[src/rtl/rom_download_bridge.sv]
`timescale 1ns/1ps
// rom_download_bridge: packs data_io byte strobes into 16-bit byte-masked SDRAM
// write requests on a toggle handshake, and sequences rom_loaded / core reset.
module rom_download_bridge #(
  parameter int FIFO_DEPTH = 4,
  parameter int RESET_HOLD = 16
) (
  input  logic        clk_i,
  input  logic        res_n_i,
  input  logic        ioctl_download_i,
  input  logic        ioctl_wr_i,
  input  logic [24:0] ioctl_addr_i,
  input  logic [7:0]  ioctl_dout_i,
  input  logic        user_reset_i,
  output logic        port_req_o,
  input  logic        port_ack_i,
  output logic [22:0] port_a_o,
  output logic [1:0]  port_ds_o,
  output logic [15:0] port_d_o,
  output logic        port_we_o,
  output logic        rom_loaded_o,
  output logic        core_reset_o,
  output logic        overflow_o,
  output logic        busy_o
);

  localparam int              PW        = (FIFO_DEPTH > 1) ? $clog2(FIFO_DEPTH) : 1;
  localparam int              HW        = $clog2(RESET_HOLD + 1);
  localparam logic [PW:0]     FULL_CNT  = (PW + 1)'(FIFO_DEPTH);
  localparam logic [HW-1:0]   HOLD_LAST = HW'(RESET_HOLD - 1);

  typedef struct packed {
    logic [22:0] a;
    logic [1:0]  ds;
    logic [15:0] d;
  } req_t;

  typedef enum logic [1:0] {S_SYNC, S_IDLE, S_WAIT} state_t;

  logic w_unused_addr;
  assign w_unused_addr = ioctl_addr_i[24];

  logic        r_wr_prev, r_dl_prev;
  logic        r_pend_v;
  logic [23:0] r_pend_a;
  logic [7:0]  r_pend_d;
  logic        w_event, w_dl_rise, w_dl_fall, w_merge;
  logic [23:0] w_addr;

  assign w_addr    = ioctl_addr_i[23:0];
  assign w_event   = ioctl_download_i & ioctl_wr_i & ~r_wr_prev;
  assign w_dl_rise = ioctl_download_i & ~r_dl_prev;
  assign w_dl_fall = ~ioctl_download_i & r_dl_prev;
  assign w_merge   = r_pend_v & w_addr[0] & (w_addr == r_pend_a + 24'd1);

  // NOTE: sequential state uses non-blocking (<=) so every flop samples pre-edge values.
  always_ff @(posedge clk_i or negedge res_n_i) begin
    if (!res_n_i) begin
      r_wr_prev <= 1'b0;
      r_dl_prev <= 1'b0;
      r_pend_v  <= 1'b0;
      r_pend_a  <= '0;
      r_pend_d  <= '0;
    end else begin
      r_wr_prev <= ioctl_wr_i;
      r_dl_prev <= ioctl_download_i;
      if (w_event) begin
        if (w_merge) begin
          r_pend_v <= 1'b0;
        end else begin
          r_pend_v <= 1'b1;
          r_pend_a <= w_addr;
          r_pend_d <= ioctl_dout_i;
        end
      end else if (w_dl_fall) begin
        r_pend_v <= 1'b0;
      end
    end
  end

  logic w_push;
  req_t w_push_ent;

  // NOTE: every always_comb output gets a default first so no latch is inferred.
  always_comb begin
    w_push        = 1'b0;
    w_push_ent.a  = r_pend_a[23:1];
    w_push_ent.ds = r_pend_a[0] ? 2'b10 : 2'b01;
    w_push_ent.d  = {r_pend_d, r_pend_d};
    if (w_event) begin
      if (w_merge) begin
        w_push        = 1'b1;
        w_push_ent.a  = w_addr[23:1];
        w_push_ent.ds = 2'b11;
        w_push_ent.d  = {ioctl_dout_i, r_pend_d};
      end else begin
        w_push = r_pend_v;
      end
    end else if (w_dl_fall) begin
      w_push = r_pend_v;
    end
  end

  req_t          r_mem [FIFO_DEPTH];
  logic [PW-1:0] r_wr_ptr, r_rd_ptr;
  logic [PW:0]   r_count;
  logic          w_full, w_empty, w_pop, w_accept;

  assign w_full   = (r_count == FULL_CNT);
  assign w_empty  = (r_count == '0);
  assign w_accept = w_push & (~w_full | w_pop);

  // NOTE: the storage array is deliberately not reset; pointers and count define validity.
  always_ff @(posedge clk_i) begin
    if (w_accept) r_mem[r_wr_ptr] <= w_push_ent;
  end

  logic r_overflow;

  always_ff @(posedge clk_i or negedge res_n_i) begin
    if (!res_n_i) begin
      r_wr_ptr   <= '0;
      r_rd_ptr   <= '0;
      r_count    <= '0;
      r_overflow <= 1'b0;
    end else begin
      if (w_accept) r_wr_ptr <= r_wr_ptr + PW'(1);
      if (w_pop)    r_rd_ptr <= r_rd_ptr + PW'(1);
      case ({w_accept, w_pop})
        2'b10:   r_count <= r_count + (PW + 1)'(1);
        2'b01:   r_count <= r_count - (PW + 1)'(1);
        default: r_count <= r_count;
      endcase
      if (w_push & w_full & ~w_pop) r_overflow <= 1'b1;
      else if (w_dl_rise)           r_overflow <= 1'b0;
    end
  end

  // The issued entry moves into the port registers, so all FIFO slots stay free for new requests.
  state_t r_state, w_state_nxt;
  logic   r_req, w_issue;
  req_t   r_port;

  always_comb begin
    w_state_nxt = r_state;
    w_pop       = 1'b0;
    w_issue     = 1'b0;
    case (r_state)
      S_SYNC: if (port_ack_i == r_req) w_state_nxt = S_IDLE;
      S_IDLE: if (!w_empty) begin
        w_issue     = 1'b1;
        w_pop       = 1'b1;
        w_state_nxt = S_WAIT;
      end
      S_WAIT: if (port_ack_i == r_req) w_state_nxt = S_IDLE;
      default: w_state_nxt = S_SYNC;
    endcase
  end

  always_ff @(posedge clk_i or negedge res_n_i) begin
    if (!res_n_i) begin
      r_state <= S_SYNC;
      r_req   <= 1'b0;
      r_port  <= '0;
    end else begin
      r_state <= w_state_nxt;
      if (w_issue) begin
        r_port <= r_mem[r_rd_ptr];
        r_req  <= ~r_req;
      end
    end
  end

  logic          w_quiet;
  logic [HW-1:0] r_hold;
  logic          r_rom_loaded, r_core_reset;

  assign w_quiet = ~ioctl_download_i & ~r_pend_v & w_empty & (r_state == S_IDLE);

  always_ff @(posedge clk_i or negedge res_n_i) begin
    if (!res_n_i) begin
      r_hold       <= '0;
      r_rom_loaded <= 1'b0;
      r_core_reset <= 1'b1;
    end else begin
      r_core_reset <= user_reset_i | ~r_rom_loaded;
      if (w_dl_rise) begin
        r_hold       <= '0;
        r_rom_loaded <= 1'b0;
      end else if (!w_quiet) begin
        r_hold <= '0;
      end else if (!r_rom_loaded) begin
        if (r_hold == HOLD_LAST) r_rom_loaded <= 1'b1;
        else                     r_hold       <= r_hold + HW'(1);
      end
    end
  end

  assign busy_o       = r_pend_v | ~w_empty | (r_state == S_WAIT);
  assign port_we_o    = ioctl_download_i | busy_o;
  assign port_req_o   = r_req;
  assign port_a_o     = r_port.a;
  assign port_ds_o    = r_port.ds;
  assign port_d_o     = r_port.d;
  assign rom_loaded_o = r_rom_loaded;
  assign core_reset_o = r_core_reset;
  assign overflow_o   = r_overflow;

endmodule

[config.mk]
export PLATFORM = sky130hd
export DESIGN_NAME = rom_download_bridge
export DESIGN_NICKNAME = d
export VERILOG_FILES = /design/src/rtl/rom_download_bridge.sv
export SDC_FILE = /design/constraint.sdc
export NUM_CORES = 1
export LEC_CHECK = 0
export CELL_PAD_IN_SITES_DETAIL_PLACEMENT = 1
export CELL_PAD_IN_SITES_GLOBAL_PLACEMENT = 2
export CORE_MARGIN = 8
export CORE_UTILIZATION = 42
export CTS_BUF_LIST = sky130_fd_sc_hd__clkbuf_16
export CTS_CLUSTER_SIZE = 30
export DETAILED_ROUTE_END_ITERATION = 12
export PLACE_DENSITY_LB_ADDON = 0.1
export REMOVE_ABC_BUFFERS = 1
export SYNTH_ARGS = -nofsm -noshare
export SYNTH_HDL_FRONTEND = slang
export SYNTH_SLANG_ARGS = --single-unit
[constraint.sdc]
create_clock -name clk_i -period 3.7 [get_ports clk_i]
set_clock_uncertainty 0.15 [all_clocks]
set_input_delay 0.74 -clock clk_i [delete_from_list [all_inputs] [get_ports clk_i]]
set_output_delay 0.74 -clock clk_i [all_outputs]
set_load 0.1 [all_outputs]
==> results.sh <==
export IMPL_status="finished clean"
export IMPL_cts_sinks=258
export IMPL_synth_area_per_cell_sq_um=15.1
export IMPL_cts_max_path_buffers=3
export IMPL_drive_gt1_share_pct=17.8
export IMPL_antenna_found_initial=0
export IMPL_setup_violations=0
export IMPL_core_area_sq_um=25100
export IMPL_crit_path_end_kind="register"
export IMPL_startpoint="r_pend_a[0]"
export IMPL_synthFlopType="edfxtp_1"
export IMPL_dp_hpwl_um=14600
export IMPL_first_iter_violations=309
export IMPL_ctsRootBufferMaster="clkbuf_16"
export IMPL_design_area_sq_um=12900
export IMPL_synth_top_cell_area_share_pct=45.9
export IMPL_ys_ff_latch=258
export IMPL_yosysWarnings=0
export IMPL_crit_path_cell_trace="ha_1 -> nand3_1 -> buf_4 -> nor2_1 -> a2111oi_0 -> a211o_1 -> nand4_1 -> nor4_2 -> nand2_1 -> buf_12 -> mux2_1"
export IMPL_ir_worst_vdd_mv=0.572
export IMPL_r2r_start="r_pend_a[0]"
export IMPL_tns_ns=0
export IMPL_rr_endpoint="r_mem[1][33]"
export IMPL_seq_area_frac_synth_pct=67.9
export IMPL_crit_end="r_mem[1][33]"
export IMPL_grt_pass1_vias=6789
export IMPL_path_class="reg2reg"
export IMPL_synth_edff_count=164
export IMPL_synthArstFlopShare_pct=36.4
export IMPL_routed_via_density=5.25
export IMPL_clk_pin_slew_worst_paths_ns=0.06
export IMPL_p_leak_uw=0.00489
export IMPL_yosysTopAreaCell="edfxtp_1"
export IMPL_num_nets_final=850
export IMPL_cts_buffers=28
export IMPL_cp_max_fo=21
export IMPL_dieArea_sq_um=30900
export IMPL_p_per_area_nw_per_um2=825
export IMPL_max_stage_delay_ns=0.43
export IMPL_via_count=6064
export IMPL_slew_headroom_pct=24.6
export IMPL_syn_cell_area_sq_um=10700
export IMPL_maxCapViolCount=0
export IMPL_nFillCells=2477
export IMPL_report_final_hold_viol_count=0
export IMPL_ys_types=51
export IMPL_cts_hold_buffers=0
export IMPL_cts_resized=0
export IMPL_period_share_pct=94.4
export IMPL_drc=0
export IMPL_die_h_um=176
export IMPL_place_area_sq_um=12000
export IMPL_area_delta_synth_final_pct=20.0
export IMPL_tritoncts="yes"
export IMPL_cp_depth=11
export IMPL_rows=58
export IMPL_postCtsSetupBuffers=0
export IMPL_routedWlPerCell_um=20.1
export IMPL_place_congestion=0.763
export IMPL_final_seq_area_sq_um=7280
export IMPL_synthCells=709
export IMPL_diodes=0
export IMPL_hold_path_class="in2async"
export IMPL_start_util_pct=42.7
export IMPL_fmax_mhz=286
export IMPL_stdcell_count=1155
export IMPL_synth_area_leaders="edfxtp_1, dfrtp_1, mux4_2, mux2_1, nand2_1"
export IMPL_cp_buffers_inverters=2
export IMPL_ant_nets=0
export IMPL_wl_um=23200
export IMPL_portBuffers=84
export IMPL_grt_max_degree=46
export IMPL_io_pins=86
export IMPL_die_w_um=176
export IMPL_clock_latency_ns=0.53
export IMPL_critical_path_top_delay_family="simple AND/OR/NAND/NOR gates"
export IMPL_grt_pass1_wl_um=37600
export IMPL_cts_max_level=1
export IMPL_rsz0062_at_grt="no"
export IMPL_multi_input_area_sq_um=3230
export IMPL_rrSetupSlack_ns=0.21
export IMPL_dp_cells=1103
export IMPL_worstMarginPinSlew_ns=1.13
export IMPL_track_usage_pct=15.3
export IMPL_crit_arrival_ns=3.58
export IMPL_crit_required_ns=3.79
export IMPL_grt_overflow_total=0
export IMPL_reg2reg_depth=11
export IMPL_dr_pass1_iters=4
export IMPL_final_min_clock_period_ns=3.49
export IMPL_worstSetupStartpointType="register"
export IMPL_critPathSlowestCell="a2111oi_0"
export IMPL_finalMaxSlewViolations=0
[cells in the mapped netlist, drive strengths merged (2+ instances only)]
cell / n
ha: 7
buf: 10
or3: 2
inv: 12
or2: 2
xnor2: 28
xor2: 14
nand2b: 5
o21ai: 12
and4: 2
mux4: 41
nor4: 7
edfxtp: 164
nand2: 147
nand3: 14
a21oi: 6
a211oi: 3
a31oi: 2
nor3: 3
o211ai: 2
nand4: 10
o31ai: 2
nor2: 14
mux2: 52
o22ai: 2
clkbuf: 31
and2: 4
dfrtp: 93
and3: 4
[flip-flops by register name, indices dropped and copies added, names as in the netlist, 2 cells and up]
name	count
r_mem	164
r_pend_a	24
port_a_o	23
port_d_o	16
r_pend_d	8
r_hold	5
r_count	3
port_ds_o	2
r_rd_ptr	2
r_state	2
r_wr_ptr	2
[power by group]
group          internal (uW)  total (uW)  switching [uW]
clock                   1540        2630            1090
sequential              3610        4040             429
combinational           1190        3940            2760
total                   6340       10600            4270
[layer usage]
metal  part of all wire, %  global-route usage [%]  vias up  wire length, um
met4                   1.7                    3.60        0              395
li1                      -                       -     2780                -
met1                    43                    19.1     3152            10100
met3                   4.3                    3.09       31             1010
met5                     0                       0        -                0
met2                    51                    27.0      101            11800
[worst register-to-register path, cell delays in order, from the launching register on]
cell       delay [ns]
dfrtp_1          0.42
ha_1             0.25
nand3_1          0.20
buf_4            0.22
nor2_1           0.06
a2111oi_0        0.43
a211o_1          0.18
nand4_1          0.11
nor4_2           0.41
nand2_1          0.16
buf_12           0.20
mux2_1           0.43
[per-stage QoR]
step / setup slack (ns) / util [%] / hold WS (ns) / power (uW)
after floorplan: 0.0837 / - / 0.294 / 7000
after global placement: -0.0746 / 47.8 / 0.301 / 8010
after detailed placement: -0.154 / 47.8 / 0.316 / 8130
after CTS: 0.221 / 51.3 / 0.00590 / 10800
after global routing: 0.0991 / 51.3 / 0.0181 / 11200
final: 0.208 / 51.3 / 0.00111 / 10600
[worst min-delay path by stage]
| stage | startpoint | endpoint | slack (ns) | depth (start not counted) |
|---|---|---|---|---|
| after floorplan | res_n_i | overflow_o | 0.29 | 0 |
| after global placement | rom_loaded_o | core_reset_o | 0.30 | 1 |
| after detailed placement | port_d_o[5] | port_d_o[5] | 0.32 | 2 |
| after CTS | res_n_i | r_pend_d[0] | 0.006 | 1 |
| after global routing | res_n_i | r_pend_d[5] | 0.02 | 1 |
| final | res_n_i | r_pend_d[0] | 0.001 | 1 |
[final cells by class]
| cell class | count | area share (%) |
|---|---|---|
| clock buffers | 29 | 5.64 |
| well taps | 330 | 3.21 |
| inverters | 12 | 0.350 |
| multi-input cells | 398 | 25.1 |
| clock inverters | 23 | 1.17 |
| flip-flops and latches | 258 | 56.6 |
| repair buffers | 105 | 7.97 |
[cell families (layout without fill, tap and decap cells)]
logic type	after synthesis	count (layout)	synth area share, %
flops	258	258	67.9
simple gates	218	218	9.24
mux	94	94	14.2
buf+inv	53	169	2.12
xor+xnor	42	42	3.43
compound gates	36	36	2.15
fa+ha+maj	8	8	1.00
[cells in the final DEF (no fill, tap or decap), drive strengths merged, types with 2 or more instances in the layout]
cell type      count
or3                2
clkdlybuf4s50     50
nor4               7
and4               2
o21ai             12
nor2              14
o211ai             2
o22ai              2
nand2b             5
o31ai              2
bufinv             2
clkbuf            29
nor3               3
clkinvlp           2
nand2            147
buf               55
clkinv             8
nand3             14
and3               4
mux4              41
inv               23
a211oi             3
mux2              52
a31oi              2
nand4             10
xor2              14
xnor2             28
a21oi              6
ha                 7
dfrtp             93
and2               4
edfxtp           164
or2                2
Note: power is estimated with default switching activity, not from simulation.
